==> src/rtl/p_s_converter_if.sv <==
`default_nettype none
// ============================================================================
//  Module      : p_s_converter_if
//  Description : Load handshake and serial output bundle for p_s_converter.
//                master = word source / line observer, slave = converter.
//  Revision    : 1.0 - initial release
// ============================================================================
interface p_s_converter_if #(
    parameter int C_BITS_IN = 8
);
    logic [C_BITS_IN-1:0] D;
    logic                 LOAD_VALID;
    logic                 LOAD_READY;
    logic                 Q;
    logic                 Q_VALID;
    logic                 FRAME;
    logic                 UNDERRUN;

    modport master (
        output D, LOAD_VALID,
        input  LOAD_READY, Q, Q_VALID, FRAME, UNDERRUN
    );

    modport slave (
        input  D, LOAD_VALID,
        output LOAD_READY, Q, Q_VALID, FRAME, UNDERRUN
    );
endinterface
`default_nettype wire

==> src/rtl/p_s_converter.sv <==
`default_nettype none
// ============================================================================
//  Module      : p_s_converter
//  Description : Parallel-to-serial transmitter. One-word holding buffer fed
//                by a valid/ready handshake; at every frame boundary the
//                buffered word is shifted out MSB first, one bit per clock.
//  Revision    : 1.0 - initial release
// ============================================================================
module p_s_converter #(
    parameter int C_BITS_IN      = 8,
    parameter int C_FRAME_CYCLES = 250
) (
    input  wire logic            CK,
    input  wire logic            RST,
    p_s_converter_if.slave       bus
);

    localparam int FC_W  = (C_FRAME_CYCLES > 1) ? $clog2(C_FRAME_CYCLES) : 1;
    localparam int CNT_W = (C_BITS_IN > 1) ? $clog2(C_BITS_IN) : 1;

    localparam logic [FC_W-1:0]  c_FC_LAST  = FC_W'(C_FRAME_CYCLES - 1);
    localparam logic [CNT_W-1:0] c_CNT_LAST = CNT_W'(C_BITS_IN - 1);

    localparam logic [0:0] c_IDLE  = 1'b0;
    localparam logic [0:0] c_SHIFT = 1'b1;

    logic [FC_W-1:0]      r_fc;
    logic [C_BITS_IN-1:0] r_hold;
    logic                 r_full;
    logic [C_BITS_IN-1:0] r_shift;
    logic [CNT_W-1:0]     r_cnt;
    logic [0:0]           r_state;
    logic                 r_q;
    logic                 r_q_valid;
    logic                 r_frame;
    logic                 r_underrun;

    logic w_boundary;
    logic w_accept;
    logic w_slot;
    logic w_xfer;

    assign w_boundary = (r_fc == c_FC_LAST);
    // Full flag alone gates acceptance, so a boundary edge that empties the
    // buffer can never also accept into it.
    assign w_accept   = bus.LOAD_VALID && !r_full;
    // A boundary may start a word only when no word is in flight, or on the
    // final bit (gapless case when frame length equals word length).
    assign w_slot     = (r_state == c_IDLE) || (r_cnt == '0);
    assign w_xfer     = w_boundary && w_slot && r_full;

    // Free-running frame counter, wraps at the frame period.
    always_ff @(posedge CK or posedge RST) begin
        if (RST) begin
            r_fc <= '0;
        end else if (w_boundary) begin
            r_fc <= '0;
        end else begin
            r_fc <= r_fc + FC_W'(1);
        end
    end

    // Holding register: emptied by a frame transfer, filled by an accept.
    always_ff @(posedge CK or posedge RST) begin
        if (RST) begin
            r_hold <= '0;
            r_full <= 1'b0;
        end else if (w_accept) begin
            r_hold <= bus.D;
            r_full <= 1'b1;
        end else if (w_xfer) begin
            r_full <= 1'b0;
        end
    end

    // Shift state machine with registered serial outputs.
    always_ff @(posedge CK or posedge RST) begin
        if (RST) begin
            r_shift    <= '0;
            r_cnt      <= '0;
            r_state    <= c_IDLE;
            r_q        <= 1'b0;
            r_q_valid  <= 1'b0;
            r_frame    <= 1'b0;
            r_underrun <= 1'b0;
        end else begin
            r_frame    <= 1'b0;
            r_underrun <= 1'b0;
            if (w_boundary && w_slot) begin
                if (r_full) begin
                    r_shift   <= r_hold;
                    r_cnt     <= c_CNT_LAST;
                    r_state   <= c_SHIFT;
                    r_q       <= r_hold[C_BITS_IN-1];
                    r_q_valid <= 1'b1;
                    r_frame   <= 1'b1;
                end else begin
                    r_state    <= c_IDLE;
                    r_q        <= 1'b0;
                    r_q_valid  <= 1'b0;
                    r_underrun <= 1'b1;
                end
            end else if (r_state == c_SHIFT) begin
                if (r_cnt == '0) begin
                    r_state   <= c_IDLE;
                    r_q       <= 1'b0;
                    r_q_valid <= 1'b0;
                end else begin
                    r_shift   <= {r_shift[C_BITS_IN-2:0], 1'b0};
                    r_cnt     <= r_cnt - CNT_W'(1);
                    r_q       <= r_shift[C_BITS_IN-2];
                    r_q_valid <= 1'b1;
                end
            end else begin
                r_q       <= 1'b0;
                r_q_valid <= 1'b0;
            end
        end
    end

    assign bus.LOAD_READY = ~r_full;
    assign bus.Q          = r_q;
    assign bus.Q_VALID    = r_q_valid;
    assign bus.FRAME      = r_frame;
    assign bus.UNDERRUN   = r_underrun;

endmodule
`default_nettype wire

==> src/flat_wrapper.sv <==
// flat-port wrapper written by rule: the top's interface ports become plain ports
module p_s_converter_flat 
#(
    parameter int C_BITS_IN      = 8,
    parameter int C_FRAME_CYCLES = 250
)
  (CK, RST, bus_D, bus_LOAD_VALID, bus_LOAD_READY, bus_Q, bus_Q_VALID, bus_FRAME, bus_UNDERRUN);
  p_s_converter_if #(.C_BITS_IN(C_BITS_IN)) bus_i ();
  input  wire logic CK;
  input  wire logic RST;
  input wire logic [$bits(bus_i.D)-1:0] bus_D;
  input wire logic [$bits(bus_i.LOAD_VALID)-1:0] bus_LOAD_VALID;
  output wire logic [$bits(bus_i.LOAD_READY)-1:0] bus_LOAD_READY;
  output wire logic [$bits(bus_i.Q)-1:0] bus_Q;
  output wire logic [$bits(bus_i.Q_VALID)-1:0] bus_Q_VALID;
  output wire logic [$bits(bus_i.FRAME)-1:0] bus_FRAME;
  output wire logic [$bits(bus_i.UNDERRUN)-1:0] bus_UNDERRUN;
  assign bus_i.D = bus_D;
  assign bus_i.LOAD_VALID = bus_LOAD_VALID;
  assign bus_LOAD_READY = bus_i.LOAD_READY;
  assign bus_Q = bus_i.Q;
  assign bus_Q_VALID = bus_i.Q_VALID;
  assign bus_FRAME = bus_i.FRAME;
  assign bus_UNDERRUN = bus_i.UNDERRUN;
  p_s_converter #(.C_BITS_IN(C_BITS_IN), .C_FRAME_CYCLES(C_FRAME_CYCLES)) u_core (.CK(CK), .RST(RST), .bus(bus_i));
endmodule
==> config.mk <==
export PLATFORM = sky130hd
export DESIGN_NAME = p_s_converter_flat
export DESIGN_NICKNAME = d
export VERILOG_FILES = /design/src/rtl/p_s_converter_if.sv /design/src/rtl/p_s_converter.sv /design/src/flat_wrapper.sv
export SDC_FILE = /design/constraint.sdc
export NUM_CORES = 1
export LEC_CHECK = 0
export CORE_MARGIN = 1
export CORE_UTILIZATION = 45
export DETAILED_ROUTE_END_ITERATION = 10
export PLACE_DENSITY_LB_ADDON = 0.15
export REMOVE_ABC_BUFFERS = 1
export SYNTH_ARGS = -nofsm -noshare
export SYNTH_HDL_FRONTEND = slang
export SYNTH_SLANG_ARGS = --single-unit
==> constraint.sdc <==
create_clock -name CK -period 1.6 [get_ports CK]
set_input_delay 0.24 -clock CK [delete_from_list [all_inputs] [get_ports CK]]
set_output_delay 0.24 -clock CK [all_outputs]
set_load 0.005 [all_outputs]
==> results of run 1 <==
-- report_power, final --
group | total [mW] | switching [mW] | leakage [nW] | internal [mW]
sequential | 0.817 | 0.0109 | 0.401 | 0.806
clock | 0.526 | 0.269 | 0.0375 | 0.257
combinational | 0.0643 | 0.0236 | 0.320 | 0.0406
-- layout make-up --
class,count,area (sq um),share of cell area [%]
repair buffers,26,235,13.8
clock buffers,7,65.1,3.82
inverters,6,22.5,1.32
flip-flops and latches,31,776,45.6
well taps,31,38.8,2.28
clock inverters,1,7.51,0.441
multi-input cells,87,557,32.7
-- logic make-up (layout without fill, tap and decap cells) --
kind of cell | Yosys count | in the layout | share of synthesized area (%)
xor+xnor | 3 | 3 | 1.89
mux | 8 | 8 | 6.49
compound gates | 18 | 18 | 8.30
fa+ha+maj | 4 | 4 | 3.61
buf+inv | 12 | 40 | 3.97
simple gates | 54 | 54 | 19.8
flops | 31 | 31 | 55.9
-- worst min path at each step --
stage | startpoint | end | slack (ns) | cells past startpoint
after detailed placement | u_core.r_shift[6] | u_core.bus.Q | 0.47 | 2
after global placement | u_core.r_cnt[0] | u_core.r_cnt[0] | 0.46 | 1
after CTS | RST | u_core.bus.FRAME | 0.30 | 3
after floorplan | RST | u_core.bus.FRAME | 0.34 | 1
final | RST | u_core.r_hold[4] | 0.29 | 3
after global routing | RST | u_core.r_shift[3] | 0.33 | 3
-- critical path: cells and delay by family, from the launching register on --
kind,cells,cell delay [ns]
AND/OR/NAND/NOR,2,0.65
AO/OA/AOI/OAI,1,0.12
buffers and inverters,1,0.06
adder cells (fa/ha/maj),1,0.15
flip-flops,1,0.41
-- cell usage in the layout, fill, tap and decap left out --
cell type,count
o21ai_0,3
or3_1,2
nand2b_1,1
nand2_1,21
nor2_1,10
and4b_2,1
clkbuf_8,2
o21ai_1,1
clkdlybuf4s50_1,14
nand4_1,7
o211ai_1,7
a21oi_1,4
buf_4,11
nor4_1,1
xor2_1,2
ha_1,4
clkbuf_4,5
inv_2,1
dlymetal6s2s_1,1
inv_1,5
clkinvlp_4,1
nor2b_1,2
a22oi_1,2
a211oi_1,1
or4_1,1
nand4b_1,1
nand3_1,5
xnor2_1,1
and4_1,1
nor3_4,1
dfrtp_1,31
mux2_2,8
-- per-layer routing --
| layer | routed length, um | track usage (%) |
|---|---|---|
| met1 | 1140 | 21.8 |
| met2 | 1260 | 29.7 |
| met3 | 89 | 4.76 |
| met4 | 47 | 9.41 |
| met5 | 0 | 0 |
-- flip-flops by register name (all words and copies together), names as in the netlist --
signal and flops:
u_core.bus.FRAME 1, u_core.bus.Q 1, u_core.r_full 1, u_core.r_cnt 3, u_core.r_fc 8, u_core.r_state 1
u_core.r_shift 7, u_core.r_hold 8, u_core.bus.UNDERRUN 1
-- stage by stage --
stage / area, sq um / worst slack (ns) / TNS (ns) / utilization (%)
after floorplan: 1360 / -0.00850 / -0.0170 / -
after global placement: 1590 / 0.0872 / 0 / 56.2
after detailed placement: 1590 / 0.0660 / 0 / 56.2
after CTS: 1670 / 0.0276 / 0 / 59.0
after global routing: 1700 / -0.0143 / -0.0687 / 60.2
final: 1700 / 0.0839 / 0 / 60.2
-- timing repair --
item,CTS,global route
endpoints found under the setup margin,1,9
resized for setup,1,2
setup buffers,1,4
pin swaps,0,7
==> flow_summary_export.csv, run 1 <==
group,metric,value,unit
sta,slew_viol_final,0,
drt,drt_first_pass_iters,8,
power_and_ir_drop,pwr_density_cell,827,mW/mm^2
worst_setup_path,endpoint_kind,"flip-flop",
flow_run,drv_cap,0,
place,portBuffers,15,
yosys,seq_area_frac_synth,55.9,%
clock_tree,clk_path_buf_depth,2,
global_route,grt_pass1_wl,4350,um
clock_tree,cts_root_buffer,"clkbuf_4",
worst_setup_path,r2r_start,"u_core.r_fc[1]",
yosys,yosys.area.top_type,"dfrtp_1",
yosys,synth_top_area_share,55.9,%
worst_setup_path,r2r_slack,0.08,ns
drt,vias_per_cell,5.45,
clock_tree,cts.sinks,31,
yosys,ys.flop_type,"dfrtp_1",
yosys,synth_warnings,0,
drt,vias,1030,
power_and_ir_drop,power.total,1.41,mW
worst_setup_path,crit_required,1.80,ns
clock_tree,ctsHoldBuffers,0,
final_layout,num-fill-cells,261,
final_layout,drive_gt1_share,19.0,%
worst_setup_path,worst-r2r-cell-count,5,
clock_tree,clk_pin_slew,0.10,ns
global_route,grt_max_degree,32,
yosys,yosysMostFrequentCell,"dfrtp_1",
worst_setup_path,crit_fanout,8,
yosys,synth_cell_types,26,
drt,avgRoutedWirePerCell,13.4,um
floorplan,die_area,0.00331,sq mm
yosys,synth-async-reset-ratio,100,%
drt,drtIter0Drc,30,
yosys,synth_area,0.00139,sq mm
drt,drtAntennaViolNets,0,
min_path,hp-class,"input port to asynchronous set/reset pin",
sta,tightest_slew,0.380,ns
floorplan,num_rows,19,
yosys,synthTopCellsByArea,"dfrtp_1, mux2_2, nand2_1",
clock_tree,cts_tree,"built",
final_layout,layout.nets,172,
place,hpwl,1750,um
clock_tree,numCtsBuffers,5,
sta,fmax,660,MHz
worst_setup_path,slowest_delay,0.41,ns
worst_setup_path,start_kind,"flip-flop",
worst_setup_path,crit_end,"u_core.r_shift[4]",
final_layout,final_cells,189,
global_route,grt_pass1_vias,997,
sta,period_needed,1.52,ns
worst_setup_path,critPathArrivalTime,1.72,ns
floorplan,core_area,0.00283,sq mm
power_and_ir_drop,p_leak,0.759,nW
sta,setup_viol,0,
floorplan,fp.dieW,57.5,um
worst_setup_path,critPathSlowestCell,"dfrtp_1",
drt,wirelength,2540,um
sta,hold_viol_final,0,
global_route,antenna_found_initial,0,
final_layout,synthToLayoutAreaGrowth,22.6,%
status,outcome,"completed",
sta,holdWs,0.288,ns
floorplan,io_pins,16,
clock_tree,h-tree-depth,2,
worst_setup_path,worstReg2RegEnd,"u_core.r_shift[4]",
worst_setup_path,path_cells,"inv_1 -> ha_1 -> nand4b_1 -> nor3_4 -> o211ai_1",
floorplan,die_h,57.5,um
yosys,ys_ff_latch,31,
worst_setup_path,crit_start,"u_core.r_fc[1]",
floorplan,start_util,49.0,%
worst_setup_path,crit_type,"flip-flop to flip-flop",
sta,clock_skew,0.00977,ns
yosys,synth-edff-count,0,
clock_tree,clock_latency,0.33,ns
place,place_inst,176,
yosys,synthTopCellsByCount,"dfrtp_1, nand2_1, nor2_1",
sta,period_share,94.8,%
yosys,synth_area_per_cell,10.7,sq um
power_and_ir_drop,ir_worst_vdd,0.448,mV
yosys,synthCells,130,
global_route,grt.overflow.total,0,
place,gp_congestion,0.794,
global_route,grt_util_all_layers,18.1,%
final_layout,n_antenna_cell,0,
drt,drc,0,
sta,relSlewSlack,74.6,%
No activity file was read; power rests on OpenSTA's default activity.
==> run 2: changes to the inputs <==
--- a/config.mk
+++ b/config.mk
@@ -10,6 +10,7 @@
 export DETAILED_ROUTE_END_ITERATION = 10
 export PLACE_DENSITY_LB_ADDON = 0.15
 export REMOVE_ABC_BUFFERS = 1
+export SLEW_MARGIN = 20
 export SYNTH_ARGS = -nofsm -noshare
 export SYNTH_HDL_FRONTEND = slang
 export SYNTH_SLANG_ARGS = --single-unit
==> results of run 2 <==
Same layout as run 1: the final DEF is identical, and so are final timing and power.
==> run 3: changes to the inputs <==
--- a/config.mk
+++ b/config.mk
@@ -5,9 +5,11 @@
 export SDC_FILE = /design/constraint.sdc
 export NUM_CORES = 1
 export LEC_CHECK = 0
+export CORE_ASPECT_RATIO = 0.6
 export CORE_MARGIN = 1
 export CORE_UTILIZATION = 45
 export DETAILED_ROUTE_END_ITERATION = 10
+export DONT_BUFFER_PORTS = 1
 export PLACE_DENSITY_LB_ADDON = 0.15
 export REMOVE_ABC_BUFFERS = 1
 export SLEW_MARGIN = 20
==> flow_summary_export.csv, run 3 (synthesis results as in run 1) <==
group,metric,value,unit
status,outcome,"completed",
drt,drtIter0Drc,53,
sta,tightest_slew,0.386,ns
global_route,grt_max_degree,32,
worst_setup_path,endpoint_kind,"flip-flop",
power_and_ir_drop,p_leak,0.685,nW
final_layout,drive_gt1_share,17.1,%
final_layout,synthToLayoutAreaGrowth,13.2,%
worst_setup_path,path_cells,"inv_1 -> ha_1 -> ha_1 -> nor2b_1 -> buf_4 -> nor2_1 -> a22oi_1",
power_and_ir_drop,power.total,1.53,mW
drt,drc,0,
clock_tree,h-tree-depth,2,
worst_setup_path,slowest_delay,0.37,ns
place,hpwl,1670,um
floorplan,core_area,0.00291,sq mm
worst_setup_path,cpMostUsedCell,"ha_1",
clock_tree,numCtsBuffers,5,
flow_run,drv_cap,0,
sta,fmax,667,MHz
power_and_ir_drop,ir_worst_vdd,0.456,mV
min_path,hp-class,"input port to flip-flop",
sta,relSlewSlack,74.2,%
floorplan,die_h,45.0,um
sta,setup_viol,0,
final_layout,n_antenna_cell,0,
worst_setup_path,critPathSlowestCell,"dfrtp_1",
place,place_inst,172,
clock_tree,clock_latency,0.28,ns
clock_tree,post_cts_resized,0,
sta,rsz0062_at_grt,"false",
clock_tree,cts.sinks,31,
drt,vias,938,
worst_setup_path,crit_fanout,13,
floorplan,die_area,0.00332,sq mm
place,portBuffers,0,
clock_tree,cts_root_buffer,"clkbuf_8",
final_layout,reg.largest.list,"u_core.r_fc x8, u_core.r_hold x8, u_core.r_shift x7",
sta,hold_viol_final,0,
sta,period_share,93.6,%
global_route,grt_pass1_vias,894,
floorplan,io_pins,16,
worst_setup_path,start_kind,"flip-flop",
final_layout,layout.nets,154,
global_route,grt.overflow.total,0,
global_route,grt_util_all_layers,18.6,%
power_and_ir_drop,pwr_density_cell,975,mW/mm^2
floorplan,num_rows,15,
worst_setup_path,critPathArrivalTime,1.69,ns
floorplan,fp.dieW,73.7,um
sta,clock_skew,0.00274,ns
global_route,grt_pass1_wl,4220,um
clock_tree,clk_path_buf_depth,2,
worst_setup_path,crit_required,1.79,ns
global_route,antenna_found_initial,0,
drt,drt_first_pass_iters,4,
floorplan,start_util,47.7,%
drt,wirelength,2450,um
drt,vias_per_cell,5.15,
drt,avgRoutedWirePerCell,13.5,um
final_layout,layout_common_cells,"dfrtp_1, nand2_1, nor2_1",
clock_tree,cts_tree,"built",
sta,finalSetupTns,0,ns
place,gp_congestion,0.800,
sta,period_needed,1.50,ns
drt,drtAntennaViolNets,0,
final_layout,final_cells,182,
clock_tree,clk_pin_slew,0.06,ns
final_layout,final_common_cell,"dfrtp_1",
sta,slew_viol_final,0,
worst_setup_path,crit_type,"flip-flop to flip-flop",
## run 3: report_power, final
| part | internal, mW | switching, mW | leakage [nW] |
|---|---|---|---|
| Sequential | 0.808 | 0.0126 | 0.401 |
| Clock | 0.392 | 0.276 | 0.0515 |
| Combinational | 0.0213 | 0.0206 | 0.232 |
## run 3: area by class of cell
class / instances / area [sq um]
clock buffer: 8 / 100
fill: 259 / 1340
inverter: 6 / 22.5
multi-input combinational: 87 / 557
sequential: 31 / 776
tap: 42 / 52.6
timing repair buffer: 8 / 62.6
## run 3: worst max-delay path: cells and delay by family (launching register included)
kind                       cells  cell delay [ns]
AOI/OAI and AO/OA              1             0.16
adders and majority gates      2             0.38
buffers and inverters          2             0.27
DFF                            1             0.37
and+or+nand+nor                2             0.22
## run 3: path summary, 6_finish.rpt
| check | startpoint | endpoint | slack (ns) | cells past startpoint |
|---|---|---|---|---|
| worst max register to register | u_core.r_cnt[0] | u_core.r_cnt[2] | 0.10 | 7 |
| worst min-delay path | bus_D[4] | u_core.r_hold[4] | 0.11 | 1 |
| max in group asynchronous | RST | u_core.r_cnt[1] | 0.84 | 3 |
| worst min register to register | u_core.r_cnt[0] | u_core.r_cnt[0] | 0.49 | 1 |
| min in group asynchronous | RST | u_core.r_fc[5] | 0.48 | 3 |
| worst max-delay path | u_core.r_cnt[0] | u_core.r_cnt[2] | 0.10 | 7 |
## run 3: routing by layer
layer / global-route usage [%] / vias to the layer above / share of wire (%)
met1: 27.1 / 442 / 56
met5: 0 / - / 0
li1: - / 475 / -
met3: 8.93 / 4 / 4.6
met2: 23.1 / 17 / 39
met4: 8.08 / 0 / 0.69
## run 3: what timing repair did
item | CTS | global route
hold buffers | 1 | 0
hold endpoints to repair | 31 | 0
setup endpoints to repair | 0 | 6
setup buffers | 0 | 1
## run 3: metrics by stage
stage | utilization, % | hold WS (ns) | area, sq um | worst slack [ns]
finish | 54.0 | 0.107 | 1570 | 0.102
floorplan | - | 0.344 | 1360 | -0.00850
global route | 54.0 | 0.0966 | 1570 | 0.00544
detailed placement | 49.9 | 0.239 | 1450 | 0.0798
global placement | 49.9 | 0.231 | 1450 | 0.136
CTS | 53.7 | 0.101 | 1560 | 0.0662
